--- config.mk ---
export PLATFORM = sky130hd
export DESIGN_NAME = matunmux_32
export DESIGN_NICKNAME = d
export VERILOG_FILES = /design/src/rtl/matunmux_32.sv
export SDC_FILE = /design/constraint.sdc
export NUM_CORES = 1
export LEC_CHECK = 0
export ABC_AREA = 1
export BUFFER_PORTS_ARGS = -buffer_cell sky130_fd_sc_hd__buf_2
export CAP_MARGIN = 30
export CORE_UTILIZATION = 55
export CTS_CLUSTER_DIAMETER = 60
export DETAILED_ROUTE_END_ITERATION = 10
export PLACE_DENSITY = 0.8
export SLEW_MARGIN = 0
export SYNTH_ARGS = -nofsm -noshare
export SYNTH_HDL_FRONTEND = slang
export SYNTH_SLANG_ARGS = --single-unit
export TNS_END_PERCENT = 50
--- constraint.sdc ---
create_clock -name i_clk -period 21.5 [get_ports i_clk]
set_clock_uncertainty 0.1 [all_clocks]
set_input_delay 4.3 -clock i_clk [delete_from_list [all_inputs] [get_ports i_clk]]
set_output_delay 4.3 -clock i_clk [all_outputs]
set_load 0.01 [all_outputs]
--- src/rtl/matunmux_32.sv ---
// matunmux_32: recovers a = s - b over N signed lanes with one shared subtractor.
// Define MATUNMUX_SAT_EN to saturate overflowing lanes instead of wrapping.
module matunmux_32 #(
  parameter int N = 5,
  parameter int W = 32
) (
  input  logic           i_clk,
  input  logic           i_rst,
  input  logic           i_in_valid,
  output logic           o_in_ready,
  input  logic [N*W-1:0] i_s,
  input  logic [N*W-1:0] i_b,
  output logic           o_out_valid,
  input  logic           i_out_ready,
  output logic [N*W-1:0] o_a,
  output logic           o_ovf
);

  localparam int IW = (N > 1) ? $clog2(N) : 1;

  typedef enum logic [1:0] {
    IDLE,
    CALC,
    DONE
  } state_t;

  state_t         r_state;
  logic [N*W-1:0] r_s;
  logic [N*W-1:0] r_b;
  logic [N*W-1:0] r_a;
  logic [IW-1:0]  r_idx;
  logic           r_ovf;
  logic           r_in_ready;
  logic           r_out_valid;

  logic [W-1:0]   w_sa;
  logic [W-1:0]   w_sb;
  logic [W-1:0]   w_diff;
  logic [W-1:0]   w_res;
  logic           w_ovf;

  always_comb begin
    w_sa = '0;
    w_sb = '0;
    for (int i = 0; i < N; i++) begin
      if (r_idx == IW'(i)) begin
        w_sa = r_s[i*W +: W];
        w_sb = r_b[i*W +: W];
      end
    end
  end

  assign w_diff = w_sa - w_sb;
  // Overflow only possible when operand signs differ.
  assign w_ovf  = (w_sa[W-1] != w_sb[W-1]) &&
                  (w_diff[W-1] != w_sa[W-1]);

`ifdef MATUNMUX_SAT_EN
  always_comb begin
    w_res = w_diff;
    if (w_ovf) begin
      if (w_sa[W-1]) w_res = {1'b1, {(W-1){1'b0}}};
      else           w_res = {1'b0, {(W-1){1'b1}}};
    end
  end
`else
  assign w_res = w_diff;
`endif

  always_ff @(posedge i_clk or posedge i_rst) begin
    if (i_rst) begin
      r_state     <= IDLE;
      r_s         <= '0;
      r_b         <= '0;
      r_a         <= '0;
      r_idx       <= '0;
      r_ovf       <= 1'b0;
      r_in_ready  <= 1'b1;
      r_out_valid <= 1'b0;
    end else begin
      unique case (r_state)
        IDLE: begin
          if (i_in_valid) begin
            r_s        <= i_s;
            r_b        <= i_b;
            r_idx      <= '0;
            r_ovf      <= 1'b0;
            r_in_ready <= 1'b0;
            r_state    <= CALC;
          end
        end
        CALC: begin
          for (int i = 0; i < N; i++) begin
            if (r_idx == IW'(i)) r_a[i*W +: W] <= w_res;
          end
          r_ovf <= r_ovf | w_ovf;
          if (r_idx == IW'(N-1)) begin
            r_out_valid <= 1'b1;
            r_state     <= DONE;
          end else begin
            r_idx <= r_idx + IW'(1);
          end
        end
        DONE: begin
          if (i_out_ready) begin
            r_out_valid <= 1'b0;
            r_in_ready  <= 1'b1;
            r_state     <= IDLE;
          end
        end
        default: begin
          r_out_valid <= 1'b0;
          r_in_ready  <= 1'b1;
          r_state     <= IDLE;
        end
      endcase
    end
  end

  assign o_in_ready  = r_in_ready;
  assign o_out_valid = r_out_valid;
  assign o_a         = r_a;
  assign o_ovf       = r_ovf;

endmodule

Word level (Yosys, flattened, before mapping)
Cells that the tools add are included.

Add/sub/neg operators: 2. Eq/ne operators: 12. Multiplexer cells: 24. Bitwise operators: 3. Reductions and logical operators: 15.

Operators by type and width (number): $mux 32 (10); $sub 32x32->32 (1); $reduce_and 2->1 (7); $reduce_and 3->1 (4); $ne 2x2->1 const B (4); $eq 3x2->1 const B (2); $mux 2 (3); $mux 3 (2); $pmux 1 s3 (2); $pmux 2 s3 (1); $pmux 3 s2 (1); $mux 1 (4); $add 3x1->3 const B (1); $eq 3x1->1 const B (1); $eq 3x3->1 const B (1); $logic_not 3->1 (1); $eq 2x1->1 const B (1); $eq 2x2->1 const B (1); $logic_not 2->1 (1); $ne 1x1->1 (2); $not 1->1 (2); $pmux 1 s2 (1); $reduce_bool 2->1 (1); $logic_and 1x1->1 (1); $or 1x1->1 (1).

Bits in registers: 488. Bits of input ports: 324.

Depth between registers and ports, before layout
Word-level depth: 11. Gate-level depth with buffers: 24.

Least setup slack after synthesis
OpenSTA, ideal clock, no wires.

Path type: input to register. Start point: input i_in_valid. End point: register r_b[101]. Arrival: 5.209 ns. Setup slack: 16.125 ns. Cell stages on the path: 6. Buffers on the path: 2. Path through: nand2_1 > clkinv_1 > clkbuf_1 > clkbuf_1 > nand2_1 > nand2_1.

Word-level cells in the longest chain between the ends: 1.

Ends and longest elaborated chain: start, declared (RTL line 9) `input logic i_in_valid,`; $reduce_and 2->1 (no line); end signal, assigned (RTL line 85) `r_b <= i_b;`; end, declared (RTL line 29) `logic [N*W-1:0] r_b;`.

No other way between the ends. A chain may end at the register's enable or synchronous reset.

Worst setup path in the final report
Start point: input i_in_valid. End point: register r_b[49].

Same word-level chain as after synthesis.

==> tab_implementation.tex <==
\begin{tabular}{lr}
\hline
Metric & Value \\
\hline
\multicolumn{2}{l}{\textbf{Logic synthesis}} \\
Most used standard cell by instance count after synthesis & sky130\_fd\_sc\_hd\_\_nand2\_1 \\
Netlist cell types & 41 \\
Dominant register cell in the synthesized netlist & sky130\_fd\_sc\_hd\_\_dfrtp\_1 \\
Flip-flop and latch count after synthesis & $\sim$500 \\
Share of flip-flops with an asynchronous set or reset after synthesis & 1.00 \\
Top cell type by total area after synthesis & sky130\_fd\_sc\_hd\_\_dfrtp\_1 \\
Number of enable flip-flop cells after synthesis & 0 \\
Netlist Area Pre-Place & 22700 um\^{}2 \\
Synthesized netlist cell count & $\sim$2900 \\
Commonest cells post-synth & 1286 x sky130\_fd\_sc\_hd\_\_nand2\_1, 487 x sky130\_fd\_sc\_hd\_\_dfrtp\_1, 253 x sky130\_fd\_sc\_hd\_\_o21ai\_0, 169 x sky130\_fd\_sc\_hd\_\_inv\_1, 121 x sky130\_fd\_sc\_hd\_\_nand3\_1 \\
Mean cell area of the mapped netlist & approximately 7.9 um\^{}2 \\
Area fraction of the dominant cell type after synthesis & 0.538 \\
Post-synthesis sequential area ratio & 0.539 \\
Yosys warns & 0 \\
Synthesized net count & around 3200 \\
Synth top area cells & sky130\_fd\_sc\_hd\_\_dfrtp\_1 54\%, sky130\_fd\_sc\_hd\_\_nand2\_1 21\%, sky130\_fd\_sc\_hd\_\_o21ai\_0 5.6\% \\
\multicolumn{2}{l}{\textbf{Routing}} \\
Number of detailed-routing iterations run before antenna repair & 6 \\
Count of routing violations after the opening detailed-route iteration & between 2000 and 2500 \\
Aggregate routed wire length & between 70000 and 80000 um \\
Post-route DRC violation count & 0 \\
Via density & between 5 and 6 \\
ANT nets after route & 0 \\
Average wire length per cell after detail routing & between 15 and 20 um \\
Via Count & about 22000 \\
\multicolumn{2}{l}{\textbf{CTS}} \\
Setup Fix Bufs, Post-CTS & 0 \\
Post-CTS Hold Buffers & 0 \\
Max Buffers Root-to-Sink & 3 \\
Gates resized, CTS repair & 0 \\
Number of buffers created by CTS & slightly above 50 \\
Deepest level of the CTS H-tree & 2 \\
Clk Tree Root Cell & sky130\_fd\_sc\_hd\_\_clkbuf\_16 \\
Clock tree sinks & 488 \\
Clock tree from TritonCTS & yes \\
Clock latency at the later pin of the worst-skew pair & 0.60 ns \\
Clock-pin transition on the worst setup and hold timing paths & 0.06 ns \\
\multicolumn{2}{l}{\textbf{Worst hold path}} \\
Path type of the worst min-delay path & reg -> reg \\
\multicolumn{2}{l}{\textbf{Global route}} \\
Number of antenna violations at the first check in global routing & 6 \\
GR met1 Demand/Resource & 0.486 \\
Global-route wire length before repair & 116000 um \\
Via count of the first global-routing pass & approximately 21000 \\
Busiest metal layer after global routing & met2 \\
Gr usage total & 0.361 \\
Total gr overflow & 0 \\
Met3 routing resource usage after global routing & 0.0544 \\
Grt met2 use & 0.572 \\
Maximum number of pins on one net before global-route repair & around 180 \\
\multicolumn{2}{l}{\textbf{Run}} \\
Number of max-cap violations & 0 \\
\multicolumn{2}{l}{\textbf{Critical path}} \\
Worst setup path category & in -> reg \\
Worst path most repeated cell & sky130\_fd\_sc\_hd\_\_buf\_4 \\
Slowest stage cell on the critical path & sky130\_fd\_sc\_hd\_\_buf\_4 \\
Largest driver fanout on the critical path & 84 \\
Crit end category & flop \\
Ordered list of cells on the worst path & buf\_2 > nand2\_4 > inv\_8 > buf\_4 > buf\_16 > buf\_4 > nand2\_1 > o21ai\_0 \\
Largest stage delay on the critical path & about 0.59 ns \\
Sort of element at the start of the critical path & input pin \\
Worst Path Required & between 20 and 25 ns \\
Signal arrival time at the worst endpoint & 6.80 ns \\
\multicolumn{2}{l}{\textbf{Placement}} \\
Count of placed standard cells including taps & 3759 \\
Post-DP HPWL & between 50000 and 60000 um \\
Port Buffer Count & approximately 490 \\
Last weighted congestion value of the routability-driven placer & 0.920 \\
\multicolumn{2}{l}{\textbf{Finish}} \\
Post-synthesis to final-layout area growth & 20.3\% \\
Layout cell share with drive strength beyond 1 & 0.188 \\
NumNets Final & 3652 \\
Non-filler instance count after layout & 3857 \\
\multicolumn{2}{l}{\textbf{STA}} \\
Max-slew violation count & 0 \\
Setup tns final & 0 ns \\
Final hold vios & 0 \\
Endpoints failing setup & 0 \\
Tightest slew margin relative to the limit & 0.370 \\
Post-layout min period & about 6.4 ns \\
RSZ-0062 raised after global routing & false \\
Final worst path period share & 0.298 \\
Peak clock frequency supported by timing & 0.156 GHz \\
Transition time at the pin with the least slew margin & 0.945 ns \\
\multicolumn{2}{l}{\textbf{Floorplan}} \\
Die width & 205 um \\
Starting utilization of the core area & 0.564 \\
Chip height & roughly 200 um \\
I/O pin cnt & 487 \\
Full die area & approximately 42000 um\^{}2 \\
\# rows & 73 \\
Core Box Area & 40200 um\^{}2 \\
\multicolumn{2}{l}{\textbf{Outcome}} \\
Outcome & complete, no violations \\
\hline
\end{tabular}
==> layout make-up <==
| cell class | instances | area (um^2) |
|---|---|---|
| clock buffer | 70 | 1490 |
| inverter | 180 | 691 |
| timing repair buffer | 511 | 2740 |
| multi-input combinational | 2059 | 9220 |
| tap | 525 | 657 |
| antenna | 4 | 10.0 |
| sequential | 488 | 12200 |
| clock inverter | 20 | 244 |
| fill | 3344 | 12900 |
==> layout by cell type (no fill, tap or decap), types with 4 or more instances in the layout <==
cell type                   count
sky130_fd_sc_hd__diode_2        4
sky130_fd_sc_hd__clkinv_2       9
sky130_fd_sc_hd__clkbuf_8      14
sky130_fd_sc_hd__nor2_1       117
sky130_fd_sc_hd__nand2_1     1283
sky130_fd_sc_hd__inv_2         11
sky130_fd_sc_hd__o21ai_1        5
sky130_fd_sc_hd__a21oi_1      100
sky130_fd_sc_hd__dfrtp_1      487
sky130_fd_sc_hd__buf_4         19
sky130_fd_sc_hd__xor2_1         4
sky130_fd_sc_hd__ha_1          35
sky130_fd_sc_hd__buf_2        486
sky130_fd_sc_hd__o311ai_1      25
sky130_fd_sc_hd__clkbuf_16     51
sky130_fd_sc_hd__a31oi_1       29
sky130_fd_sc_hd__or2_2          5
sky130_fd_sc_hd__nand4_1       11
sky130_fd_sc_hd__a22oi_1       12
sky130_fd_sc_hd__bufinv_16      5
sky130_fd_sc_hd__nand3_1      121
sky130_fd_sc_hd__o221ai_1       7
sky130_fd_sc_hd__clkbuf_1       5
sky130_fd_sc_hd__o211ai_1      10
sky130_fd_sc_hd__buf_16         6
sky130_fd_sc_hd__o21ai_0      253
sky130_fd_sc_hd__o22ai_1        7
sky130_fd_sc_hd__xnor2_1        7
sky130_fd_sc_hd__inv_1        167
==> worst max-delay path, delay by kind of cell <==
kind / cells / cell delay, ns
AOI/OAI and AO/OA: 1 / 0.14
and+or+nand+nor: 2 / 0.45
buffers and inverters: 5 / 1.83
==> per-stage QoR <==
stage	cell area (um^2)	hold slack (ns)	util	setup slack, ns
2_1_floorplan	22700	0.344	-	3.48
3_3_place_gp	25400	0.355	0.631	13.76
3_5_place_dp	25400	0.359	0.632	14.27
4_1_cts	27100	0.376	0.675	14.92
5_1_grt	27300	0.388	0.678	14.95
6_report	27300	0.376	0.678	15.10
==> cell families after synthesis <==
group	share of synthesized area
flip-flops	0.539
XOR/XNOR	0.00569
adder cells (fa/ha/maj)	0.0208
buffers and inverters	0.0560
AO/OA/AOI/OAI	0.112
AND/OR/NAND/NOR	0.267
==> path summary, 6_finish.rpt <==
path	slack, ns	from	depth (start not counted)	to
setup / recovery	15.10	i_in_valid	8	r_b[49]
hold / removal	0.38	o_a[154]	2	o_a[154]
setup reg to reg	16.08	r_idx[0]	17	o_a[29]
hold reg to reg	0.38	o_a[154]	2	o_a[154]
max in group asynchronous	15.51	i_rst	5	o_a[50]
min in group asynchronous	3.76	i_rst	2	r_b[14]
==> sequential cells by signal, indices dropped and copies added (netlist names) <==
signal and cells:
o_in_ready 1, r_state 2, r_idx 3, o_a 160
o_ovf 1, r_s 160, r_b 160, o_out_valid 1
==> metal layers <==
layer | routed length [um] | vias to the layer above
met2 | 35200 | 1074
met3 | 5900 | 215
met4 | 3580 | 4
li1 | - | 10000
met5 | 29 | -
met1 | 30600 | 10500
Power is left out: the tool's default activity adds up to more than one toggle a clock period on the data nets, which glitch-free logic cannot reach.
